### src/rtl/ysyx_24110015_ifu_prefetch.sv
// rtl/ysyx_24110015_ifu_prefetch.sv - IFU prefetcher: one-outstanding AXI read fetcher feeding an instruction FIFO
// Optional feature macro: YSYX_24110015_IFU_DELAY_EN (pseudo-random IDLE->AR delay)
module ysyx_24110015_ifu_prefetch #(
  parameter int ADDR_W = 32,
  parameter int DATA_W = 32,
  parameter int DEPTH  = 4,
  parameter logic [ADDR_W-1:0] RESET_PC = ADDR_W'(32'h8000_0000)
) (
  input  logic              clk,
  input  logic              rst,
  input  logic              redirect_valid,
  input  logic [ADDR_W-1:0] redirect_pc,
  output logic              inst_valid,
  input  logic              inst_ready,
  output logic [DATA_W-1:0] inst,
  output logic [ADDR_W-1:0] pc,
  output logic              inst_err,
  output logic [ADDR_W-1:0] araddr,
  output logic              arvalid,
  input  logic              arready,
  input  logic [DATA_W-1:0] rdata,
  input  logic [1:0]        rresp,
  input  logic              rvalid,
  output logic              rready
);

  localparam int PTR_W = $clog2(DEPTH);
  localparam int CNT_W = PTR_W + 1;

  typedef enum logic [1:0] {S_IDLE, S_AR, S_R, S_DROP} state_e;

  state_e            state_q, state_d;
  logic [ADDR_W-1:0] fetch_pc_q, fetch_pc_d;
  logic [ADDR_W-1:0] araddr_q, araddr_d;
  logic              arvalid_q, arvalid_d;
  logic              rready_q, rready_d;
  logic              drop_pend_q, drop_pend_d;
  logic [PTR_W-1:0]  wr_ptr_q, wr_ptr_d;
  logic [PTR_W-1:0]  rd_ptr_q, rd_ptr_d;
  logic [CNT_W-1:0]  count_q, count_d;

  logic [ADDR_W-1:0] pc_mem   [DEPTH];
  logic [DATA_W-1:0] inst_mem [DEPTH];
  logic              err_mem  [DEPTH];

  logic ar_hs, r_hs, push, pop, delay_ok, can_fetch;

`ifdef YSYX_24110015_IFU_DELAY_EN
  logic [7:0] lfsr_q, lfsr_d;
  logic [3:0] delay_q, delay_d;

  // Free-running LFSR; reload the delay on every IDLE entry, count it down while idling
  always_comb begin
    lfsr_d  = {lfsr_q[6:0], lfsr_q[7] ^ lfsr_q[5] ^ lfsr_q[4] ^ lfsr_q[3]};
    delay_d = delay_q;
    if (state_d == S_IDLE && state_q != S_IDLE) begin
      delay_d = lfsr_q[3:0];
    end else if (state_q == S_IDLE && delay_q != 4'd0) begin
      delay_d = delay_q - 4'd1;
    end
  end

  // Delay generator state
  always_ff @(posedge clk or posedge rst) begin
    if (rst) begin
      lfsr_q  <= 8'h01;
      delay_q <= 4'h1;
    end else begin
      lfsr_q  <= lfsr_d;
      delay_q <= delay_d;
    end
  end

  assign delay_ok = (delay_q == 4'd0);
`else
  assign delay_ok = 1'b1;
`endif

  assign ar_hs     = arvalid_q && arready;
  assign r_hs      = rready_q && rvalid;
  assign push      = (state_q == S_R) && r_hs && !redirect_valid;
  assign pop       = (count_q != '0) && inst_ready && !redirect_valid;
  assign can_fetch = (count_q < CNT_W'(DEPTH)) && !redirect_valid && delay_ok;

  // Fetch FSM next state; a redirect seen in AR is remembered so the response gets dropped
  always_comb begin
    state_d     = state_q;
    fetch_pc_d  = fetch_pc_q;
    araddr_d    = araddr_q;
    drop_pend_d = drop_pend_q;
    case (state_q)
      S_IDLE: begin
        if (can_fetch) begin
          state_d  = S_AR;
          araddr_d = fetch_pc_q;
        end
      end
      S_AR: begin
        if (redirect_valid) drop_pend_d = 1'b1;
        if (ar_hs) begin
          state_d     = (drop_pend_q || redirect_valid) ? S_DROP : S_R;
          drop_pend_d = 1'b0;
        end
      end
      S_R: begin
        // A response consumed in the redirect cycle is simply discarded
        if (r_hs) begin
          state_d = S_IDLE;
          if (!redirect_valid) fetch_pc_d = fetch_pc_q + ADDR_W'(4);
        end else if (redirect_valid) begin
          state_d = S_DROP;
        end
      end
      S_DROP: begin
        if (r_hs) state_d = S_IDLE;
      end
      default: state_d = S_IDLE;
    endcase
    if (redirect_valid) fetch_pc_d = redirect_pc;
    arvalid_d = (state_d == S_AR);
    rready_d  = (state_d == S_R) || (state_d == S_DROP);
  end

  // FIFO pointer/occupancy update; redirect flushes and overrides any pop
  always_comb begin
    wr_ptr_d = wr_ptr_q;
    rd_ptr_d = rd_ptr_q;
    count_d  = count_q;
    if (redirect_valid) begin
      wr_ptr_d = '0;
      rd_ptr_d = '0;
      count_d  = '0;
    end else begin
      if (push) wr_ptr_d = wr_ptr_q + PTR_W'(1);
      if (pop)  rd_ptr_d = rd_ptr_q + PTR_W'(1);
      case ({push, pop})
        2'b10:   count_d = count_q + CNT_W'(1);
        2'b01:   count_d = count_q - CNT_W'(1);
        default: count_d = count_q;
      endcase
    end
  end

  // Control state with asynchronous reset
  always_ff @(posedge clk or posedge rst) begin
    if (rst) begin
      state_q     <= S_IDLE;
      fetch_pc_q  <= RESET_PC;
      araddr_q    <= RESET_PC;
      arvalid_q   <= 1'b0;
      rready_q    <= 1'b0;
      drop_pend_q <= 1'b0;
      wr_ptr_q    <= '0;
      rd_ptr_q    <= '0;
      count_q     <= '0;
    end else begin
      state_q     <= state_d;
      fetch_pc_q  <= fetch_pc_d;
      araddr_q    <= araddr_d;
      arvalid_q   <= arvalid_d;
      rready_q    <= rready_d;
      drop_pend_q <= drop_pend_d;
      wr_ptr_q    <= wr_ptr_d;
      rd_ptr_q    <= rd_ptr_d;
      count_q     <= count_d;
    end
  end

  // FIFO storage; contents are only meaningful below the occupancy count
  always_ff @(posedge clk) begin
    if (push) begin
      pc_mem[wr_ptr_q]   <= fetch_pc_q;
      inst_mem[wr_ptr_q] <= rdata;
      err_mem[wr_ptr_q]  <= |rresp;
    end
  end

  assign araddr     = araddr_q;
  assign arvalid    = arvalid_q;
  assign rready     = rready_q;
  assign inst_valid = (count_q != '0);
  assign inst       = inst_mem[rd_ptr_q];
  assign pc         = pc_mem[rd_ptr_q];
  assign inst_err   = err_mem[rd_ptr_q];

endmodule

### config.mk
export PLATFORM = sky130hd
export DESIGN_NAME = ysyx_24110015_ifu_prefetch
export DESIGN_NICKNAME = d
export VERILOG_FILES = /design/src/rtl/ysyx_24110015_ifu_prefetch.sv
export SDC_FILE = /design/constraint.sdc
export NUM_CORES = 1
export LEC_CHECK = 0
export BUFFER_PORTS_ARGS = -buffer_cell sky130_fd_sc_hd__buf_4
export CAP_MARGIN = 20
export CORE_MARGIN = 2
export CORE_UTILIZATION = 57
export CTS_CLUSTER_SIZE = 40
export DETAILED_ROUTE_END_ITERATION = 10
export GPL_TIMING_DRIVEN = 0
export HOLD_SLACK_MARGIN = 0.02
export PLACE_DENSITY = 0.84
export SYNTH_ARGS = -nofsm -noshare
export SYNTH_HDL_FRONTEND = slang
export SYNTH_SLANG_ARGS = --single-unit
export TNS_END_PERCENT = 100
### constraint.sdc
create_clock -name clk -period 3.65 [get_ports clk]
set_input_delay 0.73 -clock clk [delete_from_list [all_inputs] [get_ports clk]]
set_output_delay 0.73 -clock clk [all_outputs]
set_load 0.1 [all_outputs]
==> results of run 1 <==
## cell usage in the layout (no fill, tap or decap), types with 3 or more instances in the layout
cell / Yosys / routed
and2_4: 0 / 4
mux4_2: 65 / 65
buf_1: 3 / 3
buf_16: 0 / 5
xnor2_1: 22 / 22
o21ai_1: 5 / 5
nor3_1: 5 / 5
ha_1: 5 / 5
o21ai_0: 23 / 23
a21oi_1: 3 / 3
mux2_2: 33 / 33
xor2_1: 12 / 12
or3_1: 4 / 4
and3_1: 5 / 5
edfxtp_1: 260 / 260
inv_1: 7 / 6
buf_4: 1 / 171
nand4_1: 5 / 5
and4_1: 4 / 4
bufinv_16: 0 / 4
clkbuf_1: 16 / 24
clkinv_2: 0 / 6
nor4_1: 5 / 5
clkbuf_16: 0 / 36
nand3_1: 16 / 16
mux2_1: 3 / 3
buf_2: 9 / 9
nor2_1: 12 / 12
nor3_2: 3 / 3
nand2_1: 44 / 44
dfrtp_1: 74 / 74
## path summary, 6_finish.rpt
kind | from | endpoint | slack (ns) | depth (start not counted)
max reg2reg | state_q[0]$_DFF_PP0_ | count_q[2]$_DFFE_PP0P_ | 0.92 | 9
min | rst | araddr[7]$_DFFE_PP0P_ | 0.23 | 2
min in group clk | rdata[16] | inst_mem[1][16]$_DFFE_PP_ | 0.43 | 1
max in group asynchronous | rst | fetch_pc_q[31]$_DFFE_PP1P_ | 2.80 | 3
min reg2reg | araddr[5]$_DFFE_PP0P_ | araddr[5]$_DFFE_PP0P_ | 0.51 | 1
max | rd_ptr_q[0]$_DFFE_PP0P_ | inst[21] | 0.23 | 5
## critical path: stages (launching register included)
cell and delay (ns):
dfrtp_1 0.33, clkbuf_1 0.24, buf_2 0.36, buf_2 0.41
mux4_2 0.60, buf_4 0.26
## area by class of cell
cell class	count	area, µm²
clock buffer	46	958
sequential	336	9710
clock inverter	15	181
multi-input combinational	300	3150
buffer	29	124
inverter	7	28.8
timing repair buffer	175	1410
fill	1390	6580
tap	285	357
## sequential cells by signal (all words and copies together) (netlist names)
register     count
wr_ptr_q         2
arvalid          1
state_q          2
araddr          32
count_q          3
rd_ptr_q         2
drop_pend_q      1
fetch_pc_q      32
rready           1
err_mem          4
inst_mem       128
pc_mem         128
## where the power goes
group,switching [W],internal (W)
combinational,0.00363,0.00120
clock,0.00136,0.00213
sequential,0.000243,0.00442
total,0.00524,0.00775
## metrics by stage
stage	setup slack, ns	util [%]
4_1_cts	0.176	70.8
6_report	0.225	70.8
5_1_grt	0.0704	70.8
3_5_place_dp	0.719	65.7
2_1_floorplan	0.0387	-
3_3_place_gp	-1.15	65.0
## logic make-up (layout without fill, tap and decap cells)
logic type	Yosys count	in the layout	synth area share [%]
compound gates	36	36	1.48
xor+xnor	34	34	2.29
fa+ha+maj	6	6	0.635
buf+inv	36	272	1.16
flops	336	336	74.7
mux	103	103	14.5
simple gates	121	121	5.19
## metal layers
layer  part of all wire [%]  GRT usage, %
met5                      0             0
met4                    2.5          6.66
met3                    8.3          5.63
met2                     50          38.3
met1                     40          30.4
==> out/results.ini, run 1 <==
[status]
status=completed

[setup_path]
crit_path_end_kind=primary output
critPathKind=reg -> out
critical_path.max_fanout=10
worstSetupStartpointType=register
cp.arrival_ns=2.69
crit_required_ns=2.92

[power_and_ir_drop]
total_power_w=0.0130
power_leakage_nw=5.70
irDropWorstVdd_uv=1020
powerDensity_nw_per_um2=816

[die]
core_area_um2=22500
start_util_pct=57.8
io_pins=172
die_w_um=155
dieArea_um2=24000
die_h_um=155
rows=55

[sta]
rsz0062_at_grt=false
fin_tns_setup_ns=0
post-route-period-util_pct=93.8
fin_skew_ns=0.00928
worst_pin_slew_ns=0.994
setup_violations=0
finalWorstPathRequiredPeriod_ns=3.42
slew_viol_final=0
hold_slack_ns=0.227
max_freq_ghz=0.292
hold_viol_final=0
relSlewSlack_pct=33.2

[cts]
cts_sinks=336
post_cts_resized=0
path_clk_slew_ns=0.06
ctsHoldBuffers=0
post_cts_buffers=0
clkLatencyLatePin_ns=0.50
cts.htree.levels=2
cts-buffers-inserted=34
cts_tree=done
clock_tree.root_cell=clkbuf_16
cts_buffer_depth=3

[logic_synthesis]
yosysMostFrequentCell=edfxtp_1
netlist.area_leader.share_pct=60.1
synth_cell_types=45
synthTopCellsByArea=edfxtp_1 (60%), dfrtp_1 (14%), mux4_2 (11%), mux2_2 (2.9%), xnor2_1 (1.5%)
syn-num-nets=750
async_flop_share_pct=22.6
synth_flop_cell=edfxtp_1
avgSynthCellArea_um2=19.3
synth-seq-cells=336
synth.cell_area_um2=13000
synth_top_area_cell=edfxtp_1
synth_enable_flop_cells=260
synth_warnings=0
yosysSeqAreaShare_pct=74.7
yosys-top-cells-count=edfxtp_1 (260), dfrtp_1 (74), mux4_2 (65), nand2_1 (44), mux2_2 (33)
synthCells=672

[route]
via_count=7005
drc=0
first_pass_iters=7
vias_per_cell=5.87
dr.first_iter.drc_count=499
postRouteAntennaNets=0
wirelength_mm=27.0
post_drt_wl_per_cell_um=22.6

[global_route]
antenna_found_initial=0
grt_pass1_wl_mm=41.5
track_usage_pct=22.9
overflow=0
grt_pass1_vias=7417
grt_max_degree=56

[final_layout]
fin_nets=961
layout.cells.non_filler=1193
area_growth_pct=22.5
drive_above_1_share_pct=38.8
stdcell_area_um2=15900
antenna_cells=0

[placed_design]
hpwl_mm=17.0
place.gp.congestion=0.809
dpl.cell_count=1132
placed_area_um2=14800
io_buffers=170

[worst_hold_path]
hold_path_class=in -> async

[flow_run]
cap_violations=0

No activity file was read; power rests on OpenSTA's default activity.
==> inputs of run 2 (changes only) <==
--- a/config.mk
+++ b/config.mk
@@ -8,12 +8,12 @@
 export BUFFER_PORTS_ARGS = -buffer_cell sky130_fd_sc_hd__buf_4
 export CAP_MARGIN = 20
 export CORE_MARGIN = 2
-export CORE_UTILIZATION = 57
+export CORE_UTILIZATION = 60
 export CTS_CLUSTER_SIZE = 40
 export DETAILED_ROUTE_END_ITERATION = 10
 export GPL_TIMING_DRIVEN = 0
 export HOLD_SLACK_MARGIN = 0.02
-export PLACE_DENSITY = 0.84
+export PLACE_DENSITY = 0.87
 export SYNTH_ARGS = -nofsm -noshare
 export SYNTH_HDL_FRONTEND = slang
 export SYNTH_SLANG_ARGS = --single-unit
==> constraint.sdc (replaced) <==
create_clock -name clk -period 4.02 [get_ports clk]
set_input_delay 0.804 -clock clk [delete_from_list [all_inputs] [get_ports clk]]
set_output_delay 0.804 -clock clk [all_outputs]
set_load 0.1 [all_outputs]
==> run 2 against run 1 <==
Die area down 4.9%; non-clock buffer count unchanged; clock power down 24%; flip-flop and latch count unchanged; hold slack worse by 0.040 ns; clock skew up 0.0051 ns; critical path type unchanged; critical endpoint is now pc[13]; largest power group unchanged.
==> out/results.ini, run 2 (synthesis results as in run 1) <==
[status]
status=completed

[setup_path]
critPathBufInv=3
crit_chain=clkbuf_1, clkbuf_1, mux4_2, buf_4
cp_slowest_cell=clkbuf_1
crit_required_ns=3.22
critical_path.max_fanout=10
critical_path.top_delay_family=buffers and inverters
cpPeakStageDelay_ns=0.62
path_common_cell=clkbuf_1
reg2reg_slack_ns=1.39
worstReg2RegEnd=count_q[2]$_DFFE_PP0P_
timing.rr.start=state_q[0]$_DFF_PP0_
cp.arrival_ns=2.75
worstSetupStartpointType=register
critPathKind=reg -> out
r2r_cells=9
crit_path_end_kind=primary output

[route]
first_pass_iters=5
dr.first_iter.drc_count=526
wirelength_mm=26.2
drc=0
postRouteAntennaNets=0
post_drt_wl_per_cell_um=22.3
vias_per_cell=5.83
via_count=6870

[sta]
relSlewSlack_pct=38.2
max_freq_ghz=0.281
slew_viol_final=0
post-route-period-util_pct=88.4
hold_viol_final=0
worst_pin_slew_ns=0.919
finalWorstPathRequiredPeriod_ns=3.55
post-route-worst-setup-slack_ns=0.466
rsz0062_at_grt=false
fin_skew_ns=0.0144
setup_violations=0

[cts]
cts_buffer_depth=3
path_clk_slew_ns=0.06
post_cts_resized=0
cts_sinks=336
cts.htree.levels=1
ctsHoldBuffers=0
clock_tree.root_cell=clkbuf_16
cts-buffers-inserted=31
clkLatencyLatePin_ns=0.55
post_cts_buffers=0
cts_tree=done

[power_and_ir_drop]
p_int_w=0.00659
p_comb_share_pct=38.9
clkPwrFrac_pct=23.7
switching_share_pct=41.5
power_leakage_nw=5.59
total_power_w=0.0113
irDropWorstVdd_uv=802
power.switching_w=0.00467
powerDensity_nw_per_um2=718
pwr-share-seq_pct=37.5

[final_layout]
fillers=1201
layout_commonest_cell=edfxtp_1
layout_common_cells=edfxtp_1 (260), buf_4 (171), dfrtp_1 (74), mux4_2 (65), nand2_1 (44)
drive_above_1_share_pct=37.7
fin_nets=958
area_growth_pct=20.7
antenna_cells=0
largestRegisters=inst_mem (128), pc_mem (128)
utilization_pct=74.2

[die]
die_w_um=151
io_pins=172
start_util_pct=61.4
dieArea_um2=22900
core_area_um2=21200
rows=53
die_h_um=151

[global_route]
grt_pass1_wl_mm=39.8
overflow=0
grt_max_degree=62
grt_pass1_vias=7045
track_usage_pct=23.5
antenna_found_initial=0

[placed_design]
io_buffers=170
place.gp.congestion=0.822
hpwl_mm=17.1
place_ws_ns=1.02

[worst_hold_path]
hold_path_class=in -> async

[flow_run]
cap_violations=0

## run 2: changes by cell type in the layout (fill, tap and decap cells not counted)
| cell | before | now |
|---|---|---|
| clkbuf_1 | 24 | 30 |
| clkbuf_16 | 36 | 31 |
| bufinv_16 | 4 | 0 |
| clkbuf_8 | 2 | 4 |
| clkinv_2 | 6 | 4 |
| clkinv_1 | 2 | 3 |
| clkinvlp_4 | 2 | 1 |
| inv_6 | 1 | 0 |
## run 2: worst reg2reg max path: stages (launching register included)
cell and delay (ns):
dfrtp_1 0.43, and4b_1 0.26, buf_2 0.23, buf_1 0.43, nor3_1 0.12, fa_1 0.41, or3_1 0.37, nand2_1 0.09
xnor2_1 0.11, nor2_1 0.05
## run 2: area by class of cell
type	instances	area (µm²)	area share [%]
tap	275	344	2.19
sequential	336	9710	61.9
inverter	7	28.8	0.183
multi-input combinational	300	3150	20.1
timing repair buffer	175	1410	9.01
clock inverter	8	38.8	0.247
buffer	29	124	0.789
clock buffer	49	883	5.63
## run 2: how the worst max path moves through the flow
stage | start | endpoint | depth (start not counted)
finish | rd_ptr_q[1]$_DFFE_PP0P_ | pc[13] | 4
global route | rd_ptr_q[0]$_DFFE_PP0P_ | pc[14] | 4
CTS | rd_ptr_q[1]$_DFFE_PP0P_ | pc[13] | 4
detailed placement | rd_ptr_q[1]$_DFFE_PP0P_ | pc[13] | 4
global placement | redirect_valid | inst_mem[1][6]$_DFFE_PP_ | 4
floorplan | rready$_DFF_PP0_ | err_mem[0]$_DFFE_PP_ | 4
## run 2: stage by stage
step                instance area (µm²)  hold slack [ns]  TNS [ns]  cells
detailed placement                14800            0.490         0   1122
floorplan                         13000            0.464         0    672
finish                            15700            0.187         0   1179
CTS                               15700            0.181         0   1179
global route                      15700            0.186         0   1179
global placement                  14600            0.484   -214.15   1117
## run 2: power by group through the flow
stage	Combinational (W)	Sequential [W]	Clock, W
detailed placement	0.00440	0.00429	0
floorplan	0.00233	0.00543	0
global placement	0.00435	0.00428	0
CTS	0.00442	0.00422	0.00271
finish	0.00438	0.00422	0.00267
global route	0.00453	0.00425	0.00285
## run 2: layer usage
layer | track usage, % | vias to the layer above | part of all wire (%)
met5 | 0 | - | 0
met4 | 5.75 | 0 | 1.7
met3 | 3.89 | 28 | 8.7
met2 | 39.0 | 304 | 50
met1 | 33.2 | 3472 | 40
li1 | - | 3066 | -
==> inputs of run 3 (changes only) <==
--- a/config.mk
+++ b/config.mk
@@ -7,13 +7,15 @@
 export LEC_CHECK = 0
 export BUFFER_PORTS_ARGS = -buffer_cell sky130_fd_sc_hd__buf_4
 export CAP_MARGIN = 20
+export CELL_PAD_IN_SITES_DETAIL_PLACEMENT = 0
+export CELL_PAD_IN_SITES_GLOBAL_PLACEMENT = 1
 export CORE_MARGIN = 2
-export CORE_UTILIZATION = 60
+export CORE_UTILIZATION = 53
 export CTS_CLUSTER_SIZE = 40
 export DETAILED_ROUTE_END_ITERATION = 10
 export GPL_TIMING_DRIVEN = 0
 export HOLD_SLACK_MARGIN = 0.02
-export PLACE_DENSITY = 0.87
+export PLACE_DENSITY = 0.89
 export SYNTH_ARGS = -nofsm -noshare
 export SYNTH_HDL_FRONTEND = slang
 export SYNTH_SLANG_ARGS = --single-unit
==> run 3 against run 2 <==
Clock-buffer cell count decreased by 8; largest power group unchanged; non-clock buffer count stayed put; critical path depth unchanged; sequential share of layout area fell by 1.0 points; total power is 4.2% higher; worst setup slack lost 0.0074 ns; clock skew increased by 0.0060 ns; highest routed layer unchanged; wire length increased by 2.0%; register-to-register slack got worse by 0.09 ns; first-iteration DRC count is 4.6% higher; combinational power hardly changed.
==> out/results.ini, run 3 (synthesis results as in run 1) <==
[global_route]
track_usage_pct=21.3
grt_max_degree=53
grt_pass1_wl_mm=41.8
grt_pass1_vias=7228
overflow=0
antenna_found_initial=0

[setup_path]
cp_slowest_cell=clkbuf_1
crit_required_ns=3.22
cp.arrival_ns=2.76
timing.rr.start=state_q[0]$_DFF_PP0_
crit_path_start=rd_ptr_q[1]$_DFFE_PP0P_
r2r_cells=9
crit_chain=clkbuf_1, clkbuf_1, mux4_2, buf_4
crit_path_end_kind=primary output
cpPeakStageDelay_ns=0.63
crit_cells=4
endpoint=pc[13]
critPathKind=reg -> out
worstReg2RegEnd=count_q[2]$_DFFE_PP0P_
worstSetupStartpointType=register
reg2reg_slack_ns=1.30
critical_path.top_delay_family=buffers and inverters
critPathBufInv=3
path_common_cell=clkbuf_1
critical_path.max_fanout=10

[placed_design]
hpwl_mm=17.2
place.gp.congestion=0.782
io_buffers=170
placed_area_um2=14800

[final_layout]
largestRegisters=inst_mem (128), pc_mem (128)
area_growth_pct=22.7
drive_above_1_share_pct=38.9
fillers=1642
stdcell_area_um2=16000
antenna_cells=0
fin_nets=962
layout_commonest_cell=edfxtp_1
layout_common_cells=edfxtp_1 (260), buf_4 (171), dfrtp_1 (74), mux4_2 (65), nand2_1 (44)

[sta]
hold_slack_ns=0.324
slew_viol_final=0
relSlewSlack_pct=31.9
rsz0062_at_grt=false
worst_pin_slew_ns=1.01
fin_tns_setup_ns=0
fin_skew_ns=0.0204
finalWorstPathRequiredPeriod_ns=3.56
max_freq_ghz=0.281
setup_violations=0
post-route-period-util_pct=88.6
hold_viol_final=0

[cts]
clkLatencyLatePin_ns=0.52
post_cts_resized=0
cts_buffer_depth=3
path_clk_slew_ns=0.06
clock_tree.root_cell=clkbuf_16
cts_tree=done
cts.htree.levels=2
cts_sinks=336
cts-buffers-inserted=35
ctsHoldBuffers=0
post_cts_buffers=0

[route]
via_count=6964
vias_per_cell=5.64
dr.first_iter.drc_count=550
post_drt_wl_per_cell_um=21.7
postRouteAntennaNets=0
first_pass_iters=4
drc=0
wirelength_mm=26.8

[die]
dieArea_um2=25800
io_pins=172
rows=57
core_area_um2=24200
die_w_um=161
die_h_um=161
start_util_pct=53.8

[power_and_ir_drop]
clkPwrFrac_pct=26.7
power_leakage_nw=5.69
power.switching_w=0.00480
pwr-share-seq_pct=35.9
irDropWorstVdd_uv=719
p_int_w=0.00694
powerDensity_nw_per_um2=736
switching_share_pct=40.9
p_comb_share_pct=37.3

[worst_hold_path]
hold_path_class=in -> async

[flow_run]
cap_violations=0

[status]
status=completed

## run 3: cell types whose count changed in the layout (fill, tap and decap cells not counted), moves of 3 or more
| cell | change |
|---|---|
| clkinv_2 | +4 |
| clkinv_1 | +3 |
| clkbuf_8 | -4 |
| clkbuf_1 | -9 |
| clkbuf_16 | +5 |
| bufinv_16 | +3 |
## run 3: how the worst min path moves through the flow
stage               slack, ns                    endpoint                    start
floorplan                0.46     drop_pend_q$_DFFE_PP0P_  drop_pend_q$_DFFE_PP0P_
global placement         0.47      araddr[28]$_DFFE_PP0P_   araddr[28]$_DFFE_PP0P_
detailed placement       0.50       araddr[2]$_DFFE_PP0P_    araddr[2]$_DFFE_PP0P_
CTS                      0.33  fetch_pc_q[10]$_DFFE_PP0P_                      rst
global route             0.35      araddr[10]$_DFFE_PP0P_                      rst
finish                   0.32      araddr[10]$_DFFE_PP0P_                      rst
## run 3: stage by stage
step	instances	power [W]	setup WS (ns)	util, %
after CTS	1235	0.0118	0.386	66.0
final	1235	0.0117	0.459	66.0
after global routing	1235	0.0121	0.280	66.0
after detailed placement	1171	0.00870	0.889	61.3
after floorplan	672	0.00776	0.409	-
after global placement	1166	0.00865	-0.909	60.7
## run 3: per-layer routing
metal  part of all wire (%)  track usage [%]  vias to the layer above
met5                      0                0                        -
met3                    6.6             3.85                       31
met1                     43             31.1                     3607
met4                    1.5             4.83                        0
met2                     48             34.2                      244
li1                       -                -                     3082
## run 3: cell type report
cell class | instances | area, µm² | share of cell area (%)
flip-flops and latches | 336 | 9710 | 60.9
multi-input cells | 300 | 3150 | 19.7
repair buffers | 175 | 1410 | 8.82
clock buffers | 41 | 920 | 5.77
well taps | 324 | 405 | 2.54
clock inverters | 23 | 209 | 1.31
plain buffers | 29 | 124 | 0.777
inverters | 7 | 28.8 | 0.180
## run 3: power by group through the flow
stage	Sequential (W)	Clock (W)	Combinational, W
after floorplan	0.00543	0	0.00233
after global placement	0.00428	0	0.00438
after detailed placement	0.00429	0	0.00441
after CTS	0.00422	0.00319	0.00442
after global routing	0.00425	0.00334	0.00453
final	0.00422	0.00314	0.00438
